==> config.mk <==
export PLATFORM = sky130hd
export DESIGN_NAME = pipe_addsub
export DESIGN_NICKNAME = d
export VERILOG_FILES = /design/src/rtl/pipe_addsub.sv
export SDC_FILE = /design/constraint.sdc
export NUM_CORES = 1
export LEC_CHECK = 0
export ABC_AREA = 1
export CAP_MARGIN = 15
export CORE_MARGIN = 3
export CORE_UTILIZATION = 24
export CTS_CLUSTER_SIZE = 24
export DETAILED_ROUTE_END_ITERATION = 6
export PLACE_DENSITY = 0.51
export SLEW_MARGIN = 20
export SYNTH_ARGS = -nofsm -noshare
export SYNTH_HDL_FRONTEND = slang
export SYNTH_SLANG_ARGS = --single-unit
==> constraint.sdc <==
create_clock -name clk -period 2.3 [get_ports clk]
set_clock_uncertainty 0.2 [all_clocks]
set_input_delay 0.46 -clock clk [delete_from_list [all_inputs] [get_ports clk]]
set_output_delay 0.46 -clock clk [all_outputs]
set_load 0.005 [all_outputs]
==> src/rtl/pipe_addsub.sv <==
// Pipelined add / subtract / saturating-add / accumulate unit with valid-ready flow control.
// The result is computed on acceptance into stage 1; later stages only carry it toward the output.
module pipe_addsub #(
  parameter int unsigned WIDTH  = 8,
  parameter int unsigned STAGES = 2
) (
  input  logic             clk,
  input  logic             rst_n,
  input  logic [WIDTH-1:0] in_a,
  input  logic [WIDTH-1:0] in_b,
  input  logic [1:0]       in_mode,
  input  logic             in_valid,
  output logic             in_ready,
  input  logic             acc_clr,
  output logic [WIDTH:0]   out_sum,
  output logic             out_ovf,
  output logic             out_valid,
  input  logic             out_ready
);

  logic [STAGES-1:0]          v_q, v_d;
  logic [STAGES-1:0]          ovf_q, ovf_d;
  logic [STAGES-1:0][WIDTH:0] sum_q, sum_d;
  logic [WIDTH:0]             acc_q, acc_d;

  logic [STAGES-1:0] adv;
  logic              accept;
  logic [WIDTH:0]    res_sum;
  logic              res_ovf;
  logic [WIDTH:0]    add_full;
  logic [WIDTH:0]    acc_base;
  logic [WIDTH+1:0]  acc_full;

  // A stage may advance when it, or any stage downstream of it, is empty, or the sink is ready.
  always_comb begin
    logic all_full;
    adv = '0;
    for (int k = 0; k < int'(STAGES); k++) begin
      all_full = 1'b1;
      for (int j = k; j < int'(STAGES); j++) begin
        all_full = all_full & v_q[j];
      end
      adv[k] = out_ready | ~all_full;
    end
  end

  assign in_ready = adv[0];
  assign accept   = in_valid & in_ready;

  always_comb begin
    res_sum  = '0;
    res_ovf  = 1'b0;
    add_full = {1'b0, in_a} + {1'b0, in_b};
    // Clear happens before the add when both coincide.
    acc_base = acc_clr ? '0 : acc_q;
    acc_full = {1'b0, acc_base} + {2'b00, in_a};
    unique case (in_mode)
      2'b00: begin
        res_sum = add_full;
        res_ovf = add_full[WIDTH];
      end
      2'b01: begin
        res_sum = {1'b0, in_a} - {1'b0, in_b};
        res_ovf = (in_a < in_b);
      end
      2'b10: begin
        res_ovf = add_full[WIDTH];
        res_sum = add_full[WIDTH] ? {1'b0, {WIDTH{1'b1}}} : add_full;
      end
      default: begin
        res_sum = acc_full[WIDTH:0];
        res_ovf = acc_full[WIDTH+1];
      end
    endcase
  end

  always_comb begin
    acc_d = acc_q;
    if (accept && (in_mode == 2'b11)) begin
      acc_d = acc_full[WIDTH:0];
    end else if (acc_clr) begin
      acc_d = '0;
    end
  end

  always_comb begin
    v_d   = v_q;
    sum_d = sum_q;
    ovf_d = ovf_q;
    if (adv[0]) begin
      v_d[0] = in_valid;
      if (in_valid) begin
        sum_d[0] = res_sum;
        ovf_d[0] = res_ovf;
      end
    end
    for (int k = 1; k < int'(STAGES); k++) begin
      if (adv[k]) begin
        v_d[k]   = v_q[k-1];
        sum_d[k] = sum_q[k-1];
        ovf_d[k] = ovf_q[k-1];
      end
    end
  end

  always_ff @(posedge clk or negedge rst_n) begin
    if (!rst_n) begin
      v_q   <= '0;
      sum_q <= '0;
      ovf_q <= '0;
      acc_q <= '0;
    end else begin
      v_q   <= v_d;
      sum_q <= sum_d;
      ovf_q <= ovf_d;
      acc_q <= acc_d;
    end
  end

  assign out_sum   = sum_q[STAGES-1];
  assign out_ovf   = ovf_q[STAGES-1];
  assign out_valid = v_q[STAGES-1];

endmodule
==> flow_summary_export.csv, run 1 <==
group,metric,value,unit
run_status,status,"complete, no violations",
timing,worst_pin_slew,0.407,ns
critical_path,cp_common_cell,"clkdlybuf4s50_1",
yosys,ys_seq_area_share,28.1,%
clock_tree,clock_path_buffers,2,
power_and_ir_drop,p_clk_share,31.5,%
power_and_ir_drop,p_seq_share,33.1,%
power_and_ir_drop,p_switching,0.656,mW
power_and_ir_drop,comb_power_share,35.4,%
yosys,synthMuxAreaShare,0,%
floorplan,die-area,12800,um^2
grt,grt_antenna_before_repair,0,
power_and_ir_drop,power.density,543,nW/um^2
timing,max_freq,449,MHz
grt,grt-ovfl-total,0,
placement,hpwl,6180,um
clock_tree,cts_tree,"yes",
finish,syn2layout_area_growth,38.1,%
yosys,syn_area,2760,um^2
placement,placed_cell_area,3470,um^2
clock_tree,clock_sinks,31,
critical_path,critPathKind,"input pin to primary output",
drt,ant_nets,0,
drt,wl_per_cell,12.5,um
timing,relSlewSlack,72.9,%
clock_tree,clk_pin_slew,0.05,ns
yosys,synth_nets,445,
job,maxCapViolCount,0,
yosys,avgSynthCellArea,6.99,um^2
floorplan,core_area,11000,um^2
floorplan,fp.dieH,113,um
grt,track_usage,11.9,%
yosys,synth_xor_area_share,1.27,%
yosys,synth_warnings,0,
clock_tree,cts_max_level,2,
critical_path,cp-end-kind,"primary output",
finish,final_nets,512,
floorplan,start_util,25.0,%
grt,grt_first_pass_wirelength,12500,um
critical_path,crit_required,1.64,ns
floorplan,num_rows,38,
yosys,synth_cell_types,37,
placement,port_buffers,34,
drt,drt_iter0_drc,167,
clock_tree,post_cts_buffers,0,
timing,fin_crit,2.23,ns
drt,vias,2633,
drt,drtPass1Iterations,4,
finish,num_antenna_cells,0,
critical_path,slowest_stage,"clkdlybuf4s50_1",
drt,drc_errors,0,
clock_tree,cts-root-buf,"clkbuf_16",
power_and_ir_drop,p_int,1.42,mW
yosys,synth-seq-cells,31,
finish,layout-drive-gt1-share,24.2,%
critical_path,crit_path_cell_trace,"clkdlybuf4s50_1, nor2_4, nand2_2, clkdlybuf4s50_1",
critical_path,worstPathMaxFanout,2,
grt,grt_pass1_vias,2571,
critical_path,startpoint_type,"input pin",
floorplan,die_x,113,um
clock_tree,numCtsBuffers,5,
drt,viasPerCell,4.37,
clock_tree,clkLatencyLatePin,0.28,ns
critical_path,slowest_delay,0.51,ns
finish,layout_commonest_cell,"nand2_1",
yosys,synth_top_family_by_area,"simple AND/OR/NAND/NOR gates",
timing,hold_viol,0,
drt,drt_wl_total,7550,um
yosys,yosys.area_share.adder,13.0,%
floorplan,io_pins,35,
placement,place_inst,595,
placement,gp_congestion,0.865,
power_and_ir_drop,p_sw_share,31.7,%
yosys,synth_simple_gate_area_share,34.6,%
clock_tree,holdBufCountCts,0,
critical_path,arrival,1.57,ns
grt,grt_max_degree,32,
finish,final_cell_mix,"nand2_1, inv_1, buf_4",
min_path,hold_path_class,"flip-flop to flip-flop",
finish,stdcell_area,3810,um^2
yosys,synthCells,395,
timing,tns,0,ns
timing,setup_viol,0,
power_and_ir_drop,ir_drop,0.000323,V
timing,whs,0.273,ns
timing,min_period_over_period,96.9,%
finish,fin_cells,602,
timing,maxSlewViolCount,0,
power_and_ir_drop,leakage,1.97,nW
yosys,synth_compound_area_share,9.42,%
## critical path, delay by kind of cell
kind | cells | cell delay, ns
AND/OR/NAND/NOR | 2 | 0.11
buffers and inverters | 2 | 1.00
## per-layer routing
layer	up-vias	wire [um]	GRT usage [%]
met4	0	76	2.72
met5	-	0	0
met3	7	342	2.30
met2	63	3400	19.0
li1	1369	-	-
met1	1194	3730	16.7
## cell usage after synthesis
cell,instances,share of area (%)
inv_2,8,1.1
buf_4,12,3.3
nand2_4,3,1.2
ha_1,24,11
nor3_2,1,0.36
o2111ai_1,1,0.32
nor2_4,3,1.2
nor2_1,23,3.1
xnor2_1,1,0.32
dfrtp_1,31,28
a21oi_4,1,0.59
and2_1,1,0.23
a21oi_2,1,0.32
nand4_1,4,0.91
o21ai_0,9,1.6
nand3_4,1,0.63
clkinv_2,1,0.18
o21ai_1,7,1.3
xor2_1,3,0.95
nand2_1,130,18
buf_2,2,0.36
nand3_2,3,1.1
inv_1,49,6.7
o21bai_1,1,0.27
inv_4,1,0.23
nor3b_4,1,0.68
nor2_2,2,0.45
a22oi_1,3,0.82
a21o_1,1,0.27
clkbuf_1,1,0.14
nand2_2,2,0.45
a21oi_1,20,3.6
buf_6,4,1.6
or2_2,1,0.23
fa_1,3,2.2
a221oi_1,1,0.32
nand3_1,35,6.3
## flip-flops by register name, summed over array words and instances, names as in the netlist
register,flops
sum_q,9
out_sum,9
acc_q,9
ovf_q,2
v_q,2
## path summary, 6_finish.rpt
kind	startpoint	slack, ns	endpoint	depth (start not counted)
min in group asynchronous	rst_n	0.39	ovf_q[0]$_DFFE_PN0P_	2
setup / recovery	out_ready	0.07	in_ready	4
setup reg to reg	acc_q[0]$_DFF_PN0_	0.27	sum_q[8]$_DFFE_PN0P_	11
hold reg to reg	out_sum[4]$_DFFE_PN0P_	0.27	out_sum[4]$_DFFE_PN0P_	2
hold / removal	out_sum[4]$_DFFE_PN0P_	0.27	out_sum[4]$_DFFE_PN0P_	2
max in group asynchronous	rst_n	1.22	acc_q[1]$_DFF_PN0_	2
## cell type report
class	instances	area, um^2
inverters	59	225
clock inverters	1	5.00
flip-flops and latches	31	776
fillers	1215	7220
well taps	140	175
repair buffers	79	683
multi-input cells	286	1810
clock buffers	6	139
## power groups by stage
stage | clock [mW] | combinational [mW] | sequential, mW
6_report | 0.652 | 0.733 | 0.686
5_1_grt | 0.686 | 0.824 | 0.699
4_1_cts | 0.662 | 0.693 | 0.687
3_5_place_dp | 0 | 0.692 | 0.696
3_3_place_gp | 0 | 0.688 | 0.695
2_1_floorplan | 0 | 0.431 | 0.679
## cells by family after synthesis
kind of cell,Yosys count
compound gates,45
xor+xnor,4
flops,31
fa+ha+maj,27
buf+inv,78
simple gates,210
## repair_timing
action / 4_1_cts / 5_1_grt
gates cloned: 0 / 0
gates resized for setup: 5 / 40
pin swaps: 0 / 7
setup endpoints to repair: 15 / 12
## stage by stage
| step | power, mW | utilization (%) | setup slack (ns) |
|---|---|---|---|
| 3_5_place_dp | 1.39 | 31.4 | -0.461 |
| 6_report | 2.07 | 34.6 | 0.0713 |
| 5_1_grt | 2.21 | 34.6 | -0.0130 |
| 3_3_place_gp | 1.38 | 31.4 | -0.440 |
| 2_1_floorplan | 1.11 | - | 0.0722 |
| 4_1_cts | 2.04 | 32.7 | 0.0169 |
No activity file was read; power rests on OpenSTA's default activity.
==> run 2: changes to the inputs <==
--- a/config.mk
+++ b/config.mk
@@ -11,6 +11,7 @@
 export CORE_UTILIZATION = 24
 export CTS_CLUSTER_SIZE = 24
 export DETAILED_ROUTE_END_ITERATION = 6
+export MAX_ROUTING_LAYER = met4
 export PLACE_DENSITY = 0.51
 export SLEW_MARGIN = 20
 export SYNTH_ARGS = -nofsm -noshare
==> run 2 against run 1 <==
  * Clock-buffer cell count did not move
  * Combinational power is 1% higher
  * Utilization is 0.37 points higher
  * Global-route usage increased by 1.0 points
  * Fmax fell by 0.28%
  * Sequential share of layout area is 0.22 points lower
  * Worst hold slack gained 0.0036 ns
  * Cell count grew 1.0%
  * Clock power up 19%
  * Wire length up 3.5%
  * Critical path depth did not move
  * First-iteration DRC count up 10%
  * Critical endpoint unchanged
==> flow_summary_export.csv, run 2 (synthesis gave the netlist of run 1 again) <==
group,metric,value,unit
run_status,status,"complete, no violations",
grt,grt_antenna_before_repair,0,
finish,syn2layout_area_growth,39.6,%
clock_tree,clock_path_buffers,2,
finish,final_cell_mix,"nand2_1, inv_1, buf_4",
grt,grt-ovfl-total,0,
critical_path,crit_required,1.64,ns
placement,placed_cell_area,3500,um^2
timing,max_freq,447,MHz
timing,min_period_over_period,97.2,%
drt,wl_per_cell,12.9,um
drt,drtPass1Iterations,4,
clock_tree,clk_pin_slew,0.05,ns
finish,num_antenna_cells,0,
clock_tree,clock_sinks,31,
grt,grt_pass1_vias,2720,
clock_tree,numCtsBuffers,5,
grt,grt_max_degree,32,
grt,grt_first_pass_wirelength,13100,um
critical_path,arrival,1.58,ns
grt,track_usage,12.9,%
power_and_ir_drop,power.density,572,nW/um^2
clock_tree,cts_tree,"yes",
grt,globalRouteMet1Util,17.7,%
floorplan,core_area,11000,um^2
timing,layout_setup_ws,0.0649,ns
floorplan,die_x,113,um
timing,worst_pin_slew,0.396,ns
clock_tree,clkLatencyLatePin,0.27,ns
min_path,holdPathStages,2,
timing,relSlewSlack,73.6,%
grt,grt.busiest_layer,"met2",
drt,drt_wl_total,7820,um
placement,pre_cts_ws,-0.457,ns
floorplan,fp.dieH,113,um
finish,layout_commonest_cell,"nand2_1",
timing,fin_crit,2.24,ns
timing,setup_viol,0,
finish,stdcell_area,3850,um^2
floorplan,die-area,12800,um^2
drt,vias,2673,
placement,port_buffers,34,
critical_path,critPathKind,"input pin to primary output",
clock_tree,cts_max_level,2,
critical_path,cp-end-kind,"primary output",
power_and_ir_drop,leakage,2.04,nW
timing,maxSlewViolCount,0,
critical_path,rr_worst_depth,9,
job,maxCapViolCount,0,
finish,final_nets,517,
placement,hpwl,6340,um
timing,rsz0062_at_grt,"yes",
finish,layout-drive-gt1-share,24.6,%
grt,gr-usage-met2,20.2,%
drt,ant_nets,0,
clock_tree,cts-root-buf,"clkbuf_16",
critical_path,startpoint_type,"input pin",
floorplan,io_pins,35,
timing,hold_viol,0,
floorplan,num_rows,38,
drt,drt_iter0_drc,184,
floorplan,start_util,25.0,%
grt,grtUsageMet3,2.25,%
timing,tns,0,ns
critical_path,worstPathMaxFanout,2,
power_and_ir_drop,ir_drop,0.000363,V
min_path,hold_path_class,"flip-flop to flip-flop",
drt,viasPerCell,4.40,
placement,gp_congestion,0.840,
drt,drc_errors,0,
## run 2: cell types whose count changed in the layout (fill, tap and decap cells not counted), sizes merged
cell	change
buf	+5
bufinv	+1
dlygate4sd2	-3
dlymetal6s2s	+3
## run 2: worst max-delay path: stages
cell and delay, ns:
clkdlybuf4s50_1 0.51, nor2_4 0.05, nand2_2 0.06, clkdlybuf4s50_1 0.50
## run 2: layout make-up
| cell class | count | area [um^2] |
|---|---|---|
| clock buffer | 6 | 139 |
| timing repair buffer | 84 | 736 |
| multi-input combinational | 286 | 1770 |
| tap | 140 | 175 |
| inverter | 59 | 225 |
| sequential | 31 | 776 |
| fill | 1182 | 7180 |
| clock inverter | 2 | 35.0 |
## run 2: timing repair
item,4_1_cts,5_1_grt
hold buffers,0,0
endpoints found under the setup margin,15,11
gates resized for setup,18,26
pin swaps,4,2
setup buffers,0,1
## run 2: final timing paths
| kind | start | end | slack (ns) |
|---|---|---|---|
| max | out_ready | in_ready | 0.06 |
| min | sum_q[1]$_DFFE_PN0P_ | out_sum[1]$_DFFE_PN0P_ | 0.28 |
| max reg2reg | acc_q[0]$_DFF_PN0_ | sum_q[4]$_DFFE_PN0P_ | 0.30 |
| min reg2reg | sum_q[1]$_DFFE_PN0P_ | out_sum[1]$_DFFE_PN0P_ | 0.28 |
| max in group asynchronous | rst_n | acc_q[6]$_DFF_PN0_ | 1.22 |
| min in group asynchronous | rst_n | out_sum[6]$_DFFE_PN0P_ | 0.39 |
## run 2: stage by stage
step	utilization, %	hold WS (ns)	cells	total power, mW
finish	34.9	0.277	608	2.20
detailed placement	31.7	0.270	599	1.40
floorplan	-	-0.0356	395	1.11
global route	34.9	0.306	608	2.35
CTS	33.8	0.284	607	2.19
global placement	31.7	0.259	599	1.40
## run 2: power breakdown
| group | total (mW) | switching, mW | leakage, nW | internal [mW] |
|---|---|---|---|---|
| clock | 0.775 | 0.237 | 0.0868 | 0.538 |
| sequential | 0.687 | 0.0496 | 0.393 | 0.637 |
| combinational | 0.743 | 0.382 | 1.56 | 0.361 |
| total | 2.20 | 0.669 | 2.04 | 1.54 |
## run 2: layer usage
layer	part of all wire, %	wire (um)
met1	51	3960
met2	45	3500
met3	2.9	228
met4	1.6	125
met5	0	0
==> run 3: changes to the inputs <==
--- a/config.mk
+++ b/config.mk
@@ -6,6 +6,7 @@
 export NUM_CORES = 1
 export LEC_CHECK = 0
 export ABC_AREA = 1
+export ABC_CLOCK_PERIOD_IN_PS = 2300
 export CAP_MARGIN = 15
 export CORE_MARGIN = 3
 export CORE_UTILIZATION = 24
==> results of run 3 <==
Final layout, timing and power as in run 2 (identical DEF).
